$ cat config.mk
export PLATFORM = sky130hd
export DESIGN_NAME = viterbi_acs
export DESIGN_NICKNAME = d
export VERILOG_FILES = /design/src/rtl/viterbi_pkg.sv /design/src/rtl/acs_butterfly_cell.sv /design/src/rtl/viterbi_acs.sv
export SDC_FILE = /design/constraint.sdc
export NUM_CORES = 1
export LEC_CHECK = 0
export CAP_MARGIN = 40
export CORE_MARGIN = 10
export CORE_UTILIZATION = 45
export CTS_BUF_LIST = sky130_fd_sc_hd__clkbuf_4
export CTS_CLUSTER_DIAMETER = 30
export DETAILED_ROUTE_END_ITERATION = 7
export DONT_BUFFER_PORTS = 1
export GPL_TIMING_DRIVEN = 0
export PLACE_DENSITY = 0.68
export SLEW_MARGIN = 5
export SYNTH_ARGS = -nofsm -noshare
export SYNTH_HDL_FRONTEND = slang
export SYNTH_SLANG_ARGS = --single-unit
$ cat constraint.sdc
create_clock -name clk_i -period 25.4 [get_ports clk_i]
set_input_delay 3.81 -clock clk_i [delete_from_list [all_inputs] [get_ports clk_i]]
set_output_delay 3.81 -clock clk_i [all_outputs]
set_load 0.01 [all_outputs]
$ cat src/rtl/viterbi_pkg.sv
// Shared definitions for the K=3 rate-1/2 Viterbi decoder slice.
// Holds the trellis state type, branch-metric width, ACS control FSM
// encoding and the predecessor table used by the add-compare-select stage.
package viterbi_pkg;

    typedef logic [1:0] state_t;

    localparam int BM_W       = 2;
    localparam int NUM_STATES = 4;

    typedef enum logic [1:0] {
        IDLE   = 2'd0,
        ACTIVE = 2'd1,
        DONE   = 2'd2
    } fsm_e;

    // Predecessors of each next state: the lower-index one wins ties (dec=0).
    //   s0 <- s0,s1   s1 <- s2,s3   s2 <- s0,s1   s3 <- s2,s3
    localparam state_t PRED_LO [NUM_STATES] = '{2'd0, 2'd2, 2'd0, 2'd2};
    localparam state_t PRED_HI [NUM_STATES] = '{2'd1, 2'd3, 2'd1, 2'd3};

endpackage

$ cat src/rtl/acs_butterfly_cell.sv
// Single add-compare-select for one next trellis state.
// Ports:
//   pm_a, pm_b : path metrics of the lower / higher index predecessor
//   bm_a, bm_b : branch metrics on the two incoming edges
//   pm_sel     : surviving candidate, one bit wider so the add never wraps
//   dec        : 0 when the lower-index predecessor survives (also on ties)
module acs_butterfly_cell
    import viterbi_pkg::*;
#(
    parameter int PM_W = 6
) (
    input  logic [PM_W-1:0] pm_a,
    input  logic [PM_W-1:0] pm_b,
    input  logic [BM_W-1:0] bm_a,
    input  logic [BM_W-1:0] bm_b,
    output logic [PM_W:0]   pm_sel,
    output logic            dec
);

    logic [PM_W:0] cand_a_s;
    logic [PM_W:0] cand_b_s;

    assign cand_a_s = {1'b0, pm_a} + {{(PM_W + 1 - BM_W){1'b0}}, bm_a};
    assign cand_b_s = {1'b0, pm_b} + {{(PM_W + 1 - BM_W){1'b0}}, bm_b};

    // Compare and select; strict less-than keeps ties on the lower index.
    always_comb begin
        pm_sel = cand_a_s;
        dec    = 1'b0;
        if (cand_b_s < cand_a_s) begin
            pm_sel = cand_b_s;
            dec    = 1'b1;
        end else begin
            pm_sel = cand_a_s;
            dec    = 1'b0;
        end
    end

endmodule

$ cat src/rtl/viterbi_acs.sv
// Add-compare-select stage with frame sequencing and metric normalisation.
// Ports:
//   clk_i, rst_ni          : clock (rising edge), async active-low reset
//   start_i                : begin a frame (reinitialise metrics and counter)
//   bm_valid_i, bm_*_i     : eight 2-bit branch metrics from the BMU
//   dec_o, dec_valid_o     : survivor decision per next state, step strobe
//   pm0_o..pm3_o           : registered, normalised, saturated path metrics
//   best_state_o           : argmin of the metrics (ties to lowest index)
//   step_cnt_o             : accepted steps in the current frame
//   busy_o, frame_done_o   : frame in progress, one-cycle end-of-frame pulse
module viterbi_acs
    import viterbi_pkg::*;
#(
    parameter int PM_W      = 6,
    parameter int INIT_PM   = 16,
    parameter int FRAME_LEN = 16,
    parameter int CNT_W     = 8
) (
    input  logic             clk_i,
    input  logic             rst_ni,
    input  logic             start_i,
    input  logic             bm_valid_i,
    input  logic [1:0]       bm_s0_s0_i,
    input  logic [1:0]       bm_s0_s2_i,
    input  logic [1:0]       bm_s1_s0_i,
    input  logic [1:0]       bm_s1_s2_i,
    input  logic [1:0]       bm_s2_s1_i,
    input  logic [1:0]       bm_s2_s3_i,
    input  logic [1:0]       bm_s3_s1_i,
    input  logic [1:0]       bm_s3_s3_i,
    output logic [3:0]       dec_o,
    output logic             dec_valid_o,
    output logic [PM_W-1:0]  pm0_o,
    output logic [PM_W-1:0]  pm1_o,
    output logic [PM_W-1:0]  pm2_o,
    output logic [PM_W-1:0]  pm3_o,
    output logic [1:0]       best_state_o,
    output logic [CNT_W-1:0] step_cnt_o,
    output logic             busy_o,
    output logic             frame_done_o
);

    localparam logic [PM_W:0]    PM_MAX    = {1'b0, {PM_W{1'b1}}};
    localparam logic [PM_W-1:0]  PM_ZERO   = {PM_W{1'b0}};
    localparam logic [PM_W-1:0]  INIT_PM_V = PM_W'(INIT_PM);
    localparam logic [CNT_W-1:0] CNT_ONE   = CNT_W'(1);
    localparam logic [CNT_W-1:0] CNT_LAST  = CNT_W'(FRAME_LEN - 1);

    fsm_e                  state_r;
    logic [PM_W-1:0]       pm_r [NUM_STATES];
    logic [NUM_STATES-1:0] dec_r;
    logic                  dec_valid_r;
    state_t                best_r;
    logic [CNT_W-1:0]      cnt_r;
    logic                  busy_r;
    logic                  frame_done_r;

    logic [BM_W-1:0]       bm_lo_s [NUM_STATES];
    logic [BM_W-1:0]       bm_hi_s [NUM_STATES];
    logic [PM_W:0]         sel_s [NUM_STATES];
    logic [NUM_STATES-1:0] dec_s;
    logic [PM_W:0]         min_s;
    logic [PM_W-1:0]       next_pm_s [NUM_STATES];
    state_t                best_next_s;
    logic [PM_W-1:0]       best_pm_s;

    // Clamp a normalised metric into PM_W bits.
    function automatic logic [PM_W-1:0] sat_pm(input logic [PM_W:0] v);
        if (v > PM_MAX) begin
            sat_pm = {PM_W{1'b1}};
        end else begin
            sat_pm = v[PM_W-1:0];
        end
    endfunction

    // Route BMU ports onto the (next state, predecessor) edges.
    assign bm_lo_s[0] = bm_s0_s0_i;
    assign bm_hi_s[0] = bm_s1_s0_i;
    assign bm_lo_s[1] = bm_s2_s1_i;
    assign bm_hi_s[1] = bm_s3_s1_i;
    assign bm_lo_s[2] = bm_s0_s2_i;
    assign bm_hi_s[2] = bm_s1_s2_i;
    assign bm_lo_s[3] = bm_s2_s3_i;
    assign bm_hi_s[3] = bm_s3_s3_i;

    for (genvar n = 0; n < NUM_STATES; n++) begin : g_acs
        acs_butterfly_cell #(.PM_W(PM_W)) u_cell (
            .pm_a   (pm_r[PRED_LO[n]]),
            .pm_b   (pm_r[PRED_HI[n]]),
            .bm_a   (bm_lo_s[n]),
            .bm_b   (bm_hi_s[n]),
            .pm_sel (sel_s[n]),
            .dec    (dec_s[n])
        );
    end

    // Minimum of the four survivors, used as the normalisation offset.
    always_comb begin
        min_s = sel_s[0];
        for (int n = 1; n < NUM_STATES; n++) begin
            if (sel_s[n] < min_s) begin
                min_s = sel_s[n];
            end else begin
                min_s = min_s;
            end
        end
    end

    // Normalise so the best metric is zero, then saturate.
    always_comb begin
        for (int n = 0; n < NUM_STATES; n++) begin
            next_pm_s[n] = sat_pm(sel_s[n] - min_s);
        end
    end

    // Argmin of the next metrics; strict compare gives ties to the lowest index.
    always_comb begin
        best_next_s = 2'd0;
        best_pm_s   = next_pm_s[0];
        for (int n = 1; n < NUM_STATES; n++) begin
            if (next_pm_s[n] < best_pm_s) begin
                best_next_s = state_t'(n);
                best_pm_s   = next_pm_s[n];
            end else begin
                best_next_s = best_next_s;
                best_pm_s   = best_pm_s;
            end
        end
    end

    // Frame FSM plus all registered outputs; start_i overrides any step.
    always_ff @(posedge clk_i or negedge rst_ni) begin
        if (!rst_ni) begin
            state_r      <= IDLE;
            for (int n = 0; n < NUM_STATES; n++) begin
                pm_r[n] <= (n == 0) ? PM_ZERO : INIT_PM_V;
            end
            dec_r        <= 4'b0000;
            dec_valid_r  <= 1'b0;
            best_r       <= 2'd0;
            cnt_r        <= {CNT_W{1'b0}};
            busy_r       <= 1'b0;
            frame_done_r <= 1'b0;
        end else begin
            dec_valid_r  <= 1'b0;
            frame_done_r <= 1'b0;
            if (start_i) begin
                state_r <= ACTIVE;
                for (int n = 0; n < NUM_STATES; n++) begin
                    pm_r[n] <= (n == 0) ? PM_ZERO : INIT_PM_V;
                end
                best_r  <= 2'd0;
                cnt_r   <= {CNT_W{1'b0}};
                busy_r  <= 1'b1;
            end else begin
                case (state_r)
                    IDLE: begin
                        state_r <= IDLE;
                    end
                    ACTIVE: begin
                        if (bm_valid_i) begin
                            pm_r        <= next_pm_s;
                            dec_r       <= dec_s;
                            dec_valid_r <= 1'b1;
                            best_r      <= best_next_s;
                            cnt_r       <= cnt_r + CNT_ONE;
                            if (cnt_r == CNT_LAST) begin
                                state_r      <= DONE;
                                busy_r       <= 1'b0;
                                frame_done_r <= 1'b1;
                            end else begin
                                state_r <= ACTIVE;
                            end
                        end else begin
                            state_r <= ACTIVE;
                        end
                    end
                    DONE: begin
                        state_r <= IDLE;
                    end
                    default: begin
                        state_r <= IDLE;
                        busy_r  <= 1'b0;
                    end
                endcase
            end
        end
    end

    assign pm0_o        = pm_r[0];
    assign pm1_o        = pm_r[1];
    assign pm2_o        = pm_r[2];
    assign pm3_o        = pm_r[3];
    assign dec_o        = dec_r;
    assign dec_valid_o  = dec_valid_r;
    assign best_state_o = best_r;
    assign step_cnt_o   = cnt_r;
    assign busy_o       = busy_r;
    assign frame_done_o = frame_done_r;

endmodule

==> flow_summary_export.csv <==
group,metric,value,unit
layout,layout-drive-gt1-share,0.0858,
floorplan,dieArea,20100,µm²
layout,final_net_count,946,
grt,grt_max_degree,43,
yosys,netlist_top_cells_area,"dfrtp_1 15%, ha_1 13%, xnor2_1 6.0%",
routing,ant_nets,0,
critical_path,critPathLaunch,"bm_s0_s0_i[0]",
floorplan,core_area,14500,µm²
layout,n_antenna_cell,0,
routing,drtIter0Drc,444,
critical_path,worst_path_largest_cell_delay,0.46,ns
run_status,status,"completed",
critical_path,criticalPathCategory,"in2reg",
yosys,synthesis.nets,938,
layout,fillerInstances,1439,
critical_path,cp_max_fo,10,
yosys,synthCells,842,
clock_tree,cts.sinks,42,
grt,overflow,0,
timing,finalCriticalPeriod,18.53,ns
clock_tree,root_buffer,"clkbuf_4",
yosys,synth_compound_area_frac,0.234,
timing,finalHoldViolCount,0,
layout,regArea,1050,µm²
timing,slew_headroom,0.402,
clock_tree,holdBufCountCts,0,
routing,drcViolationCount,0,
yosys,yosys_warnings,0,
yosys,async_reset_ff_frac,1.00,
critical_path,cp.arrival,18.82,ns
yosys,synth_top_area_share,0.146,
yosys,synth-simple-area-share,0.206,
timing,max_freq,54.0,MHz
clock_tree,insertion_delay,0.38,ns
yosys,syn_area_per_cell,7.91,µm²
yosys,synthAdderAreaFrac,0.172,
grt,grt_pass1_wl,33.0,mm
layout,multi_input_area,5260,µm²
floorplan,initial_core_util,0.458,
yosys,synth_edf_count,0,
grt,grt_pass1_vias,5963,
timing,grt_setup_unrepaired,"false",
clock_tree,cts_max_level,2,
placement,place_inst,1027,
routing,drt-pass1-iter-count,5,
critical_path,worstReg2RegStart,"pm0_o[0]",
floorplan,rows,44,
placement,gp_congestion,0.989,
clock_tree,postCtsResizedCells,0,
clock_tree,clk_pin_slew,0.15,ns
critical_path,start_kind,"primary input",
yosys,seq_area_frac_synth,0.158,
floorplan,pin_count,61,
layout,area_growth,4.49,%
yosys,synth_seq_cells,42,
clock_tree,cts_buffers,5,
routing,postRouteWirelength,20.5,mm
grt,track_usage,0.200,
critical_path,critPathMostFrequentCell,"ha_1",
routing,wl_per_cell,19.8,µm
clock_tree,post_cts_buffers,0,
yosys,synthMuxAreaShare,0.0734,
timing,setup_tns,0,ns
yosys,synth_flop_cell,"dfrtp_1",
grt,antenna_found_initial,0,
yosys,synth_top_cell_by_area,"dfrtp_1",
min_path,min_from,"state_r[0]",
floorplan,die_w,142,µm
floorplan,fp.dieH,142,µm
routing,via_per_inst,6.07,
clock_tree,cts_buffer_depth,2,
layout,layoutNonFillerInstCount,1035,
flow_run,cap_violations,0,
critical_path,cp-end-kind,"flop",
clock_tree,cts_tree,"yes",
min_path,min_path_type,"reg2reg",
yosys,syn_area,6660,µm²
placement,portBuffers,0,
timing,post-route-period-util,0.730,
critical_path,cp.required,25.69,ns
timing,drv_slew,0,
timing,tightest_slew,0.896,ns
yosys,synth_xor_area_frac,0.103,
critical_path,cp_slowest_cell,"xor2_1",
routing,vias,6279,
timing,fin_skew,0.0142,ns
yosys,synth_top_family_by_area,"compound AO/OA/AOI/OAI gates",
yosys,synth.distinct_cells,92,
placement,hpwl,16.7,mm
timing,setup_viol,0,
## area by class of cell
| cell class | count | share of cell area |
|---|---|---|
| Clock buffer | 5 | 0.00539 |
| Buffer | 33 | 0.0235 |
| Clock inverter | 3 | 0.00341 |
| Sequential cell | 42 | 0.152 |
| Multi-Input combinational cell | 718 | 0.756 |
| Timing Repair Buffer | 1 | 0.00108 |
| Tap cell | 184 | 0.0331 |
| Inverter | 49 | 0.0264 |
## cells by family (layout without fill, tap and decap cells)
family	Yosys count	count (layout)
DFF	42	42
buffers and inverters	82	91
and+or+nand+nor	292	292
adders and majority gates	89	89
muxes	45	45
xor gates and xnor gates	77	77
AOI/OAI and AO/OA	215	215
## path summary, 6_finish.rpt
check | to | slack (ns) | depth (start not counted)
max | best_state_o[0] | 6.87 | 67
min | busy_o | 0.57 | 2
max reg2reg | best_state_o[0] | 9.69 | 67
min reg2reg | busy_o | 0.57 | 2
max in group asynchronous | pm3_o[4] | 22.10 | 0
min in group asynchronous | pm0_o[2] | 3.10 | 0
## worst max-delay path: cells and delay by family
kind | cells | cell delay [ns]
mux | 2 | 0.57
fa+ha+maj | 11 | 3.23
compound gates | 31 | 6.64
buf+inv | 9 | 1.43
simple gates | 12 | 2.41
xor+xnor | 2 | 0.65
## cell usage after synthesis (5+ instances only)
cell type  instances
nor2_1            96
nand2_1           74
ha_1              68
inv_1             48
xnor2_1           46
a21oi_1           43
o21ai_0           42
dfrtp_1           39
mux2i_1           33
xor2_1            29
nand3_1           28
and3_1            16
nand2b_1          16
nor3_1            15
a211oi_1          14
a21o_1            14
clkbuf_1          14
buf_2             11
and2_1             9
nor2b_1            9
fa_1               8
maj3_1             8
o211ai_1           8
o21a_1             7
a21boi_0           6
a31oi_1            6
mux2_2             6
maj3_2             5
nand4_1            5
o31ai_1            5
## state kept, by name (all words and copies together), names as in the netlist
name and count:
dec_o 4, pm2_o 6, busy_o 1, dec_valid_o 1
state_r 1, pm1_o 6, frame_done_o 1, pm3_o 6
best_state_o 2, step_cnt_o 8, pm0_o 6
## layout by cell type, fill, tap and decap left out, drive strengths merged, types with 5 or more instances in the layout
master	instances
a21boi	8
mux2i	36
inv	50
mux2	9
and2	9
maj3	13
nand3	30
nor2b	9
nand2b	16
dfrtp	39
buf	20
nor2	96
nor3	15
xor2	29
nand4	6
clkbuf	19
a21oi	46
o21a	7
xnor2	48
o21ai	49
a31oi	9
nand2	75
o211ai	9
o31ai	5
a21o	14
a211oi	14
and3	16
fa	8
ha	68
or2	6
## per-layer routing
metal	routed length [µm]	global-route usage
met5	0	0
met4	389	0.0430
met3	1590	0.0370
met2	9580	0.328
met1	8910	0.267
## through the flow
stage | instance area (µm²) | setup WS, ns | utilization | hold slack [ns]
global placement | 6890 | 6.83 | 0.474 | 0.550
detailed placement | 6900 | 6.77 | 0.475 | 0.564
finish | 6960 | 6.87 | 0.479 | 0.566
CTS | 6960 | 7.11 | 0.479 | 0.564
floorplan | 6660 | 9.17 | - | 0.522
global route | 6960 | 5.75 | 0.479 | 0.593
Power is not shown: default switching activity piles up to over one toggle a cycle in this logic, so the estimate is an artifact.
